--- src/rtl/counter_sequencer.sv ---
// counter_sequencer: command-driven controller for a 4-bit counter.
// It accepts one job per valid/ready handshake, loads the counter, steps it at
// a prescaled rate in binary-up, BCD-up or binary-down mode, and then reports
// completion (Done) or a rejected command (Err).
module counter_sequencer #(
  parameter int PRESCALE = 1,
  parameter int STEP_W   = 8
) (
  input  logic              Clk,
  input  logic              Rst,
  input  logic              Cmd_Valid,
  output logic              Cmd_Ready,
  input  logic [1:0]        Cmd_Mode,
  input  logic [3:0]        Cmd_Start,
  input  logic [STEP_W-1:0] Cmd_Steps,
  input  logic              Abort,
  output logic [3:0]        Q,
  output logic              Busy,
  output logic              Done,
  output logic              Err
);

  typedef enum logic [1:0] {
    ST_IDLE = 2'd0,
    ST_RUN  = 2'd1,
    ST_DONE = 2'd2
  } state_t;

  localparam logic [1:0]        MODE_BIN_UP = 2'b00;
  localparam logic [1:0]        MODE_BCD_UP = 2'b01;
  localparam logic [1:0]        MODE_BIN_DN = 2'b10;
  localparam logic [7:0]        PRE_LAST    = 8'(PRESCALE - 1);
  localparam logic [STEP_W-1:0] REM_ONE     = STEP_W'(1);
  localparam logic [STEP_W-1:0] REM_ZERO    = '0;

  state_t            state_q, state_d;
  logic [3:0]        count_q, count_d;
  logic [1:0]        mode_q, mode_d;
  logic [STEP_W-1:0] remSteps_q, remSteps_d;
  logic [7:0]        preCnt_q, preCnt_d;
  logic              busy_q, done_q, err_q;
  logic              errPulse_d;
  logic              accept;
  logic              illegalCmd;
  logic [3:0]        stepValue;

  // A command is taken only in IDLE, and Abort blocks acceptance there too.
  assign Cmd_Ready  = (state_q == ST_IDLE) && !Abort;
  assign accept     = Cmd_Valid && Cmd_Ready;
  assign illegalCmd = (Cmd_Mode == 2'b11) ||
                      ((Cmd_Mode == MODE_BCD_UP) && (Cmd_Start > 4'd9));

  assign Q    = count_q;
  assign Busy = busy_q;
  assign Done = done_q;
  assign Err  = err_q;

  // Next counter value for one step in the latched mode, wrapping at each limit.
  always_comb begin
    stepValue = count_q;
    case (mode_q)
      MODE_BIN_UP: stepValue = count_q + 4'd1;
      MODE_BCD_UP: stepValue = (count_q == 4'd9) ? 4'd0 : count_q + 4'd1;
      MODE_BIN_DN: stepValue = count_q - 4'd1;
      default:     stepValue = count_q;
    endcase
  end

  // Next-state logic: command acceptance, prescaled stepping, abort and completion.
  always_comb begin
    state_d    = state_q;
    count_d    = count_q;
    mode_d     = mode_q;
    remSteps_d = remSteps_q;
    preCnt_d   = preCnt_q;
    errPulse_d = 1'b0;
    case (state_q)
      ST_IDLE: begin
        if (accept) begin
          if (illegalCmd) begin
            errPulse_d = 1'b1;
          end else begin
            count_d    = Cmd_Start;
            mode_d     = Cmd_Mode;
            remSteps_d = Cmd_Steps;
            preCnt_d   = 8'd0;
            state_d    = (Cmd_Steps == REM_ZERO) ? ST_DONE : ST_RUN;
          end
        end
      end
      ST_RUN: begin
        if (Abort) begin
          preCnt_d = 8'd0;
          state_d  = ST_IDLE;
        end else if (preCnt_q == PRE_LAST) begin
          preCnt_d   = 8'd0;
          count_d    = stepValue;
          remSteps_d = remSteps_q - REM_ONE;
          if (remSteps_q == REM_ONE) begin
            state_d = ST_DONE;
          end
        end else begin
          preCnt_d = preCnt_q + 8'd1;
        end
      end
      ST_DONE: begin
        state_d = ST_IDLE;
      end
      default: begin
        state_d = ST_IDLE;
      end
    endcase
  end

  // State and datapath registers; status flags are registered from the next state.
  always_ff @(posedge Clk) begin
    if (Rst) begin
      state_q    <= ST_IDLE;
      count_q    <= 4'd0;
      mode_q     <= MODE_BIN_UP;
      remSteps_q <= REM_ZERO;
      preCnt_q   <= 8'd0;
      busy_q     <= 1'b0;
      done_q     <= 1'b0;
      err_q      <= 1'b0;
    end else begin
      state_q    <= state_d;
      count_q    <= count_d;
      mode_q     <= mode_d;
      remSteps_q <= remSteps_d;
      preCnt_q   <= preCnt_d;
      busy_q     <= (state_d == ST_RUN);
      done_q     <= (state_d == ST_DONE);
      err_q      <= errPulse_d;
    end
  end

endmodule

--- config.mk ---
export PLATFORM = sky130hd
export DESIGN_NAME = counter_sequencer
export DESIGN_NICKNAME = d
export VERILOG_FILES = /design/src/rtl/counter_sequencer.sv
export SDC_FILE = /design/constraint.sdc
export NUM_CORES = 1
export LEC_CHECK = 0
export BUFFER_PORTS_ARGS = -buffer_cell sky130_fd_sc_hd__buf_4
export CORE_UTILIZATION = 45
export CTS_BUF_LIST = sky130_fd_sc_hd__clkbuf_8
export CTS_CLUSTER_SIZE = 28
export DETAILED_ROUTE_END_ITERATION = 16
export PLACE_DENSITY = 0.62
export SLEW_MARGIN = 20
export SYNTH_ARGS = -nofsm -noshare
export SYNTH_HDL_FRONTEND = slang
export SYNTH_SLANG_ARGS = --single-unit
--- constraint.sdc ---
create_clock -name Clk -period 3.1 [get_ports Clk]
set_input_delay 0.465 -clock Clk [delete_from_list [all_inputs] [get_ports Clk]]
set_output_delay 0.465 -clock Clk [all_outputs]
set_load 0.02 [all_outputs]
==> flow_metrics.py <==
metrics = {
    "routing": {
        "ant_nets": 0,
        "drc": 0,
        "detail_route.iter0.violations": 126,
        "routed_wl_mm": 4.16,
        "vias": 1688,
        "dr.pass1.iters": 4,
        "vias_per_cell": 5.86,
        "avgRoutedWirePerCell_um": 14.5,
    },
    "sta": {
        "setup_viol": 0,
        "finalCritPeriodShare_pct": 71.6,
        "grt_setup_unrepaired": "false",
        "slew_headroom_pct": 59.5,
        "clock_skew_ns": 0.00421,
        "period_needed_ns": 2.22,
        "fmaxAchievable_mhz": 450,
        "tightest_slew_ns": 0.603,
        "slew_violations": 0,
        "finalSetupTns_ns": 0,
        "whs_ns": 0.458,
        "hold_violations": 0,
    },
    "finish": {
        "fillerInstances": 365,
        "fin_cells": 288,
        "synthToLayoutAreaGrowth_pct": 12.9,
        "nNetsFinal": 269,
        "regArea_um2": 541,
        "drive_above_1_share_pct": 16.3,
        "final_area_um2": 2000,
        "multi_input_area_um2": 1120,
        "diodes": 0,
    },
    "clock_network": {
        "clk_pin_slew_ns": 0.09,
        "cts_setup_buffers": 0,
        "cts.sinks": 27,
        "cts_tree": "built",
        "root_buffer": "clkbuf_8",
        "cts.path.max_buffers": 2,
        "cts-buffers-inserted": 3,
        "clock_latency_ns": 0.27,
        "htree_levels": 1,
        "post_cts_resized": 0,
        "hold_buffers": 0,
    },
    "yosys": {
        "synth_warnings": 0,
        "synth.distinct_cells": 51,
        "synth_fa_ha_area_share_pct": 7.05,
        "yosys_most_used_dff": "dfxtp_1",
        "synth_common_cells": "dfxtp_1 (27), nor2_1 (27), a21oi_1 (22)",
        "yosys.area.top_type": "dfxtp_1",
        "syn_inst": 221,
        "synth_mux_area_share_pct": 0,
        "yosys.area_share.simple_pct": 23.8,
        "synth-edff-count": 0,
        "synth_fp_nets": 249,
        "synthArstFlopShare_pct": 0,
        "synth_area_per_cell_um2": 8.03,
        "synth_top_family_by_area": "compound AO/OA/AOI/OAI gates",
        "synth-compound-area-share_pct": 29.5,
        "synth.area.top_cells": "dfxtp_1 (30%), ha_1 (7.1%), a21oi_1 (6.2%), nor2_1 (5.7%), o21ai_0 (4.2%)",
        "synth_xor_area_share_pct": 2.96,
        "seq_area_frac_synth_pct": 30.5,
        "synth-seq-cells": 27,
        "syn_area_um2": 1770,
        "synth_top_cell_area_share_pct": 30.5,
    },
    "placement": {
        "placed_area_um2": 1960,
        "dp_cells": 284,
        "port_buffers": 25,
        "gp_congestion": 0.864,
        "dp_hpwl_mm": 3.11,
    },
    "floorplan": {
        "die_area_um2": 4200,
        "die_x_um": 64.8,
        "start_util_pct": 47.7,
        "fp.dieH_um": 64.8,
        "core_region_area_um2": 3720,
        "fp-row-count": 22,
        "num_io_pins": 26,
    },
    "global_route": {
        "antenna_found_initial": 0,
        "grt_start_max_net_pins": 26,
        "groute.usage.overall_pct": 21.3,
        "grt_pass1_vias": 1501,
        "grt_overflow": 0,
        "grt_pass1_wl_mm": 7.04,
    },
    "hold_path": {
        "hold_class": "in2reg",
    },
    "setup_path": {
        "path_cells": "inv_1 -> ha_1 -> or4b_1 -> o31a_1 -> a21oi_4 -> nor2_1 -> a2111oi_2",
        "worst_path_largest_cell_delay_ns": 0.58,
        "r2r_setup_slack_ns": 0.88,
        "required_ns": 3.27,
        "path_class": "reg2reg",
        "critPathTopFamily": "compound AO/OA/AOI/OAI gates",
        "end_kind": "flop",
        "arrival_ns": 2.39,
        "worstSetupStartpointType": "flop",
        "crit_fanout": 8,
        "critical_path_buf_inv_count": 1,
        "slowest_stage": "or4b_1",
    },
    "pwr": {
        "ir_drop_mv": 0.218,
        "totalPowerFinal_mw": 0.779,
        "power.static_leakage_nw": 0.754,
        "powerDensity_nw_per_um2": 389,
    },
    "run_status": {
        "status": "completed",
    },
    "run": {
        "cap_violations": 0,
    },
}
-- cells in the final DEF, fill, tap and decap left out, types with 2 or more instances in the layout --
master,instances
dfxtp_1,27
nor2_1,27
buf_4,26
a21oi_1,22
o21ai_0,15
inv_1,11
nand2_1,10
ha_1,10
nor3_1,9
a211oi_1,7
nand3_1,6
nor4_1,5
xnor2_1,4
and2_1,4
or3_1,3
nor2b_1,3
o32ai_1,3
nand4_1,3
a22oi_1,3
nand2b_1,3
clkbuf_8,3
o41ai_1,2
a21oi_4,2
a21o_1,2
or4_1,2
o31ai_1,2
o211ai_1,2
xor2_1,2
o21ai_1,2
-- power by group --
part           internal, mW  total [mW]  switching (mW)
Combinational        0.0845       0.201           0.116
Sequential            0.364       0.385          0.0213
Clock                0.0887       0.194           0.105
Total                 0.537       0.779           0.243
-- final timing paths --
check | from | endpoint | depth (start not counted)
max | preCnt_q[0]$_SDFFE_PP0P_ | remSteps_q[2]$_SDFFE_PP0P_ | 7
min | Cmd_Mode[1] | mode_q[1]$_SDFFE_PP0P_ | 3
max reg2reg | preCnt_q[0]$_SDFFE_PP0P_ | remSteps_q[2]$_SDFFE_PP0P_ | 7
min reg2reg | remSteps_q[7]$_SDFFE_PP0P_ | remSteps_q[7]$_SDFFE_PP0P_ | 2
-- logic make-up after synthesis --
kind of cell	Yosys count
xor gates and xnor gates	6
adders and majority gates	10
buffers and inverters	21
AOI/OAI and AO/OA	74
DFF	27
and+or+nand+nor	83
-- flip-flops by register name, indices dropped and copies added (netlist names) --
register,flops
state_q,2
Err,1
mode_q,2
Q,4
preCnt_q,8
Done,1
remSteps_q,8
Busy,1
-- routing by layer --
layer / vias to the layer above / share of wire, % / track usage [%] / routed length [µm]
met3: 4 / 3.7 / 2.82 / 153
li1: 856 / - / - / -
met5: - / 0 / 0 / 0
met4: 0 / 1.2 / 6.67 / 49
met1: 793 / 50 / 30.6 / 2100
met2: 35 / 45 / 32.6 / 1860
-- worst reg2reg max path, delay by kind of cell, from the launching register on --
kind            cells  cell delay (ns)
flops               1             0.33
buf+inv             1             0.10
simple gates        2             0.66
fa+ha+maj           1             0.15
compound gates      3             0.88
-- stage by stage --
stage	utilization, %	setup WS, ns
global route	53.9	0.719
floorplan	-	1.07
finish	53.9	0.880
detailed placement	52.7	0.863
global placement	52.7	0.909
CTS	53.9	0.871
-- final cells by class --
cell class                 instances  share of cell area [%]
clock inverter                     1                   0.187
timing repair buffer              26                    9.74
multi-input combinational        173                    56.2
inverter                          10                    1.87
sequential                        27                    27.0
tap                               48                    3.00
clock buffer                       3                    2.06
Power figures use the tool's default switching activity.
